File: config.mk
export PLATFORM = sky130hd
export DESIGN_NAME = demux1to4_router
export DESIGN_NICKNAME = d
export VERILOG_FILES = /design/src/rtl/demux1to4_pkg.sv /design/src/rtl/demux_slot.sv /design/src/rtl/demux1to4_router.sv
export SDC_FILE = /design/constraint.sdc
export NUM_CORES = 1
export LEC_CHECK = 0
export CORE_MARGIN = 5
export CORE_UTILIZATION = 34
export DETAILED_ROUTE_END_ITERATION = 7
export SYNTH_ARGS = -nofsm -noshare
export SYNTH_HDL_FRONTEND = slang
export SYNTH_SLANG_ARGS = --single-unit
File: constraint.sdc
create_clock -name clk -period 9.77 [get_ports clk]
set_clock_uncertainty 0.05 [all_clocks]
set_input_delay 1.954 -clock clk [delete_from_list [all_inputs] [get_ports clk]]
set_output_delay 1.954 -clock clk [all_outputs]
set_load 0.05 [all_outputs]
File: src/rtl/demux1to4_pkg.sv
// Shared definitions for the 1:4 result router.
//   DATA_W_DEF : default data word width
//   NUM_CH     : number of output channels
//   STAT_W     : width of the optional per-channel delivery counters
//   ch_sel_t   : channel select type (0..3)
package demux1to4_pkg;

    localparam int DATA_W_DEF = 32;
    localparam int NUM_CH     = 4;
    localparam int STAT_W     = 16;

    typedef logic [1:0] ch_sel_t;

endpackage

File: src/rtl/demux_slot.sv
// One-entry registered output slot with a valid/ready handshake.
// Ports:
//   clk, rst    : clock, asynchronous active-high reset
//   wr_en       : load wr_data this cycle (only raised when can_accept=1)
//   wr_data     : word to store
//   rd_ready    : consumer takes the held word this cycle
//   valid       : slot holds an undelivered word
//   data        : held word (retained after delivery, not cleared)
//   can_accept  : slot is empty or is being drained this cycle
module demux_slot
    import demux1to4_pkg::*;
#(
    parameter int DATA_W = DATA_W_DEF
) (
    input  logic              clk,
    input  logic              rst,
    input  logic              wr_en,
    input  logic [DATA_W-1:0] wr_data,
    input  logic              rd_ready,
    output logic              valid,
    output logic [DATA_W-1:0] data,
    output logic              can_accept
);

    logic full;

    // A full slot can still take a new word when its current word leaves in
    // the same cycle, giving one word per cycle when streaming.
    assign can_accept = ~full | rd_ready;
    assign valid      = full;

    always_ff @(posedge clk or posedge rst) begin
        if (rst) begin
            full <= 1'b0;
            data <= '0;
        end else begin
            if (wr_en) begin
                data <= wr_data;
                full <= 1'b1;
            end else if (full && rd_ready) begin
                full <= 1'b0;
            end
        end
    end

endmodule

File: src/rtl/demux1to4_router.sv
// 1:4 router: steers one valid/ready input stream to one of four buffered
// output channels selected by in_sel. Each channel stalls independently.
// Optional feature macro: DEMUX1TO4_STATS_EN adds per-channel 16-bit
// delivered-word counters stat0..stat3 and a synchronous clear stat_clr.
// Ports:
//   clk, rst            : clock, asynchronous active-high reset
//   stat_clr            : (stats build) clear all counters, wins over delivery
//   stat0..stat3        : (stats build) delivered-word counters
//   in_data/in_sel      : word and destination channel
//   in_valid/in_ready   : input handshake (in_ready combinational)
//   outN_data/valid     : channel N slot contents and occupancy
//   outN_ready          : consumer N takes the word
module demux1to4_router
    import demux1to4_pkg::*;
#(
    parameter int DATA_W = DATA_W_DEF
) (
    input  logic              clk,
    input  logic              rst,
`ifdef DEMUX1TO4_STATS_EN
    input  logic              stat_clr,
    output logic [STAT_W-1:0] stat0,
    output logic [STAT_W-1:0] stat1,
    output logic [STAT_W-1:0] stat2,
    output logic [STAT_W-1:0] stat3,
`endif
    input  logic [DATA_W-1:0] in_data,
    input  ch_sel_t           in_sel,
    input  logic              in_valid,
    output logic              in_ready,
    output logic [DATA_W-1:0] out0_data,
    output logic [DATA_W-1:0] out1_data,
    output logic [DATA_W-1:0] out2_data,
    output logic [DATA_W-1:0] out3_data,
    output logic              out0_valid,
    output logic              out1_valid,
    output logic              out2_valid,
    output logic              out3_valid,
    input  logic              out0_ready,
    input  logic              out1_ready,
    input  logic              out2_ready,
    input  logic              out3_ready
);

    logic [NUM_CH-1:0] wr_en;
    logic [NUM_CH-1:0] can_accept;
    logic [NUM_CH-1:0] slot_valid;
    logic [NUM_CH-1:0] slot_ready;
    logic [DATA_W-1:0] slot_data [NUM_CH];
    logic              accept;

    assign slot_ready = {out3_ready, out2_ready, out1_ready, out0_ready};

    // Only the selected channel gates the input, so a stalled channel never
    // blocks traffic headed elsewhere.
    assign in_ready = can_accept[in_sel];
    assign accept   = in_valid & in_ready;

    always_comb begin
        wr_en = '0;
        for (int n = 0; n < NUM_CH; n++) begin
            wr_en[n] = accept && (in_sel == ch_sel_t'(n));
        end
    end

    for (genvar n = 0; n < NUM_CH; n++) begin : g_slot
        demux_slot #(
            .DATA_W(DATA_W)
        ) u_slot (
            .clk       (clk),
            .rst       (rst),
            .wr_en     (wr_en[n]),
            .wr_data   (in_data),
            .rd_ready  (slot_ready[n]),
            .valid     (slot_valid[n]),
            .data      (slot_data[n]),
            .can_accept(can_accept[n])
        );
    end

    assign out0_data  = slot_data[0];
    assign out1_data  = slot_data[1];
    assign out2_data  = slot_data[2];
    assign out3_data  = slot_data[3];
    assign out0_valid = slot_valid[0];
    assign out1_valid = slot_valid[1];
    assign out2_valid = slot_valid[2];
    assign out3_valid = slot_valid[3];

`ifdef DEMUX1TO4_STATS_EN
    localparam logic [STAT_W-1:0] STAT_ONE = 1;

    logic [STAT_W-1:0] stat_q [NUM_CH];

    always_ff @(posedge clk or posedge rst) begin
        if (rst) begin
            for (int n = 0; n < NUM_CH; n++) stat_q[n] <= '0;
        end else if (stat_clr) begin
            for (int n = 0; n < NUM_CH; n++) stat_q[n] <= '0;
        end else begin
            // Natural wrap at 0xFFFF -> 0x0000.
            for (int n = 0; n < NUM_CH; n++) begin
                if (slot_valid[n] && slot_ready[n]) stat_q[n] <= stat_q[n] + STAT_ONE;
            end
        end
    end

    assign stat0 = stat_q[0];
    assign stat1 = stat_q[1];
    assign stat2 = stat_q[2];
    assign stat3 = stat_q[3];
`endif

endmodule

==> flow_summary.ini <==
[worst_hold_path]
hold_depth = 1
holdPathEnd = g_slot[1].u_slot.data[25]
min_from = g_slot[1].u_slot.data[25]
holdCritPathClass = reg2reg

[yosys]
synth_cell_types = 17
yosys.area_share.simple = 0.0184
netlist_instances = 292
synthesis.nets = 333
seq_area_frac_synth = 0.664
synth_mux_area_frac = 0.294
ys_ff_latch = 132
synth_area_sq_um = 4970
synthAdderAreaFrac = 0
avgSynthCellArea_sq_um = 17.0
synth_compound_area_frac = 0.00101
yosys_warnings = 0
synth_top_family_by_area = multiplexers
synth_xor_area_frac = 0

[clock_network]
htreeDepth = 4
ctsResizeCount = 0
cts_setup_buffers = 0
clk-insertion-delay-late_ns = 0.41
hold_buffers = 0
clk_pin_slew_ns = 0.05
clockBufferDepth = 2
cts_root_buf = clkbuf_16
cts_tree = yes
cts.sinks = 132
cts_inserted_buffers = 17

[power_and_ir_drop]
p_sw_mw = 0.811
cell_internal_pwr_mw = 1.33
combPwrFrac = 0.380
seq_power_share = 0.336
cellPowerDensity_nw_per_um2 = 289
clockPowerShare = 0.284
max-vdd-ir-drop_mv = 0.126
sw_frac_of_total = 0.378
total_leakage_power_nw = 3.10

[global_routing]
grt_pass1_wl_mm = 20.0
grt_pass1_vias = 3475
grt_overflow = 0
grt_usage = 0.156
grt_max_degree = 71
antenna_found_initial = 0

[detailed_routing]
ant_nets = 0
drtPass1Iterations = 2
initialDrtViolationCount = 97
wire_per_inst_um = 19.0
vias = 3123
remaining_drc_errors = 0
totalWireLength_mm = 12.7
viasPerCell = 4.68

[sta]
slew_headroom = 0.231
period_minus_slack_ns = 5.82
finalSetupViolCount = 0
rsz0062_at_grt = false
hold_ws_ns = 0.434
setup_tns_ns = 0
worst_pin_slew_ns = 1.15
fin_crit_sh = 0.595
hold_viol = 0
fmax_mhz = 172
maxSlewViolCount = 0

[setup_path]
reg2reg_depth = 4
timing.critical_path.mode_cell = clkdlybuf4s50_1
regToRegSetupSlack_ns = 7.53
crit_slowest_cell = clkdlybuf4s50_1
critPathKind = in2out
path_cells = clkdlybuf4s50_1, nand2b_1, mux4_2, clkdlybuf4s50_1
rr_endpoint = g_slot[1].u_slot.data[11]
crit_start = out3_ready
r2r-start = g_slot[1].u_slot.valid
end_kind = primary output
cp_slowest_stage_delay_ns = 0.73
crit_fanout = 3
required_ns = 7.77
startpoint_type = primary input
arrival_ns = 3.81

[layout]
n_antenna_cell = 0
drive_gt1_frac = 0.333
fin_nets = 513
area_growth_pct = 49.3

[floorplanning]
io_pins = 174
initial_core_util = 0.345
die_y_um = 131
rows = 44
die_w_um = 131
die_area_sq_um = 17200
core_sq_um = 14400

[run_status]
status = complete, no violations

[placement]
numPortBuffers = 173
dp_hpwl_mm = 8.52
gp_congestion = 0.797

[flow_run]
max_cap_violations = 0
==> Yosys cell counts, drive strengths merged <==
cell | number | share of area
nand2b | 4 | 0.0050
dfrtp | 132 | 0.66
mux4 | 1 | 0.0045
o21ai | 1 | 0.0010
nor2b | 2 | 0.0025
inv | 1 | 0.00075
nand3 | 1 | 0.0010
nor3b | 1 | 0.0025
nand2 | 5 | 0.0038
and3 | 1 | 0.0013
mux2 | 128 | 0.29
nand3b | 1 | 0.0023
clkbuf | 1 | 0.0010
buf | 13 | 0.021
==> kinds of logic (layout without fill, tap and decap cells) <==
| group | Yosys count | count (layout) |
|---|---|---|
| compound gates | 1 | 1 |
| mux | 129 | 129 |
| simple gates | 15 | 15 |
| buf+inv | 15 | 206 |
| flops | 132 | 132 |
==> layout make-up <==
| cell class | instances | area (sq um) |
|---|---|---|
| Inverter | 1 | 6.26 |
| Fill cell | 1257 | 7000 |
| Multi-Input combinational cell | 145 | 1580 |
| Clock inverter | 10 | 109 |
| Timing Repair Buffer | 175 | 1750 |
| Clock buffer | 20 | 457 |
| Sequential cell | 132 | 3300 |
| Tap cell | 184 | 230 |
==> metrics by stage <==
step	instance area [sq um]	instances	power, mW	setup slack (ns)	utilization
detailed placement	6860	637	1.55	3.93	0.476
floorplan	4970	292	1.25	4.24	-
finish	7430	667	2.14	3.95	0.515
global placement	6860	637	1.55	3.95	0.476
CTS	7430	667	2.17	3.93	0.515
global route	7430	667	2.23	3.88	0.515
==> critical path: cells and delay by family <==
kind | cells | cell delay (ns)
simple gates | 1 | 0.21
buf+inv | 2 | 1.15
mux | 1 | 0.49
==> state kept, by name (all words and copies together), names as in the netlist <==
signal / count
g_slot.u_slot.data: 128
g_slot.u_slot.valid: 4
==> placed cells by master (no fill, tap or decap) <==
cell               n
clkdlybuf4s50_1  173
dfrtp_1          132
mux2_2           124
clkbuf_16         17
nand2_1            5
clkinv_2           5
nand2b_1           4
mux2_1             4
bufinv_16          2
clkbuf_8           2
clkinvlp_4         2
buf_4              2
nor2b_1            1
and3_2             1
nor3b_4            1
nand3b_2           1
mux4_2             1
inv_4              1
nand3_1            1
nor2b_4            1
o21ai_0            1
clkbuf_1           1
clkinv_4           1
==> worst max-delay path by stage <==
stage	slack [ns]	depth (start not counted)	end
after floorplan	4.24	1	g_slot[0].u_slot.data[0]
after global placement	3.95	4	in_ready
after detailed placement	3.93	4	in_ready
after CTS	3.93	4	in_ready
after global routing	3.88	4	in_ready
final	3.95	4	in_ready
==> power by group through the flow <==
stage	combinational, mW	clock, mW	sequential [mW]
2_1_floorplan	0.123	0	1.13
3_3_place_gp	0.820	0	0.725
3_5_place_dp	0.823	0	0.730
4_1_cts	0.825	0.627	0.723
5_1_grt	0.850	0.649	0.736
6_report	0.815	0.608	0.720
==> routing by layer <==
layer	GRT usage	part of all wire	vias up
met4	0.0605	0.019	0
li1	-	-	1389
met3	0.0728	0.095	19
met1	0.196	0.42	1594
met5	0	0	-
met2	0.235	0.47	121
No activity file was read; power rests on OpenSTA's default activity.
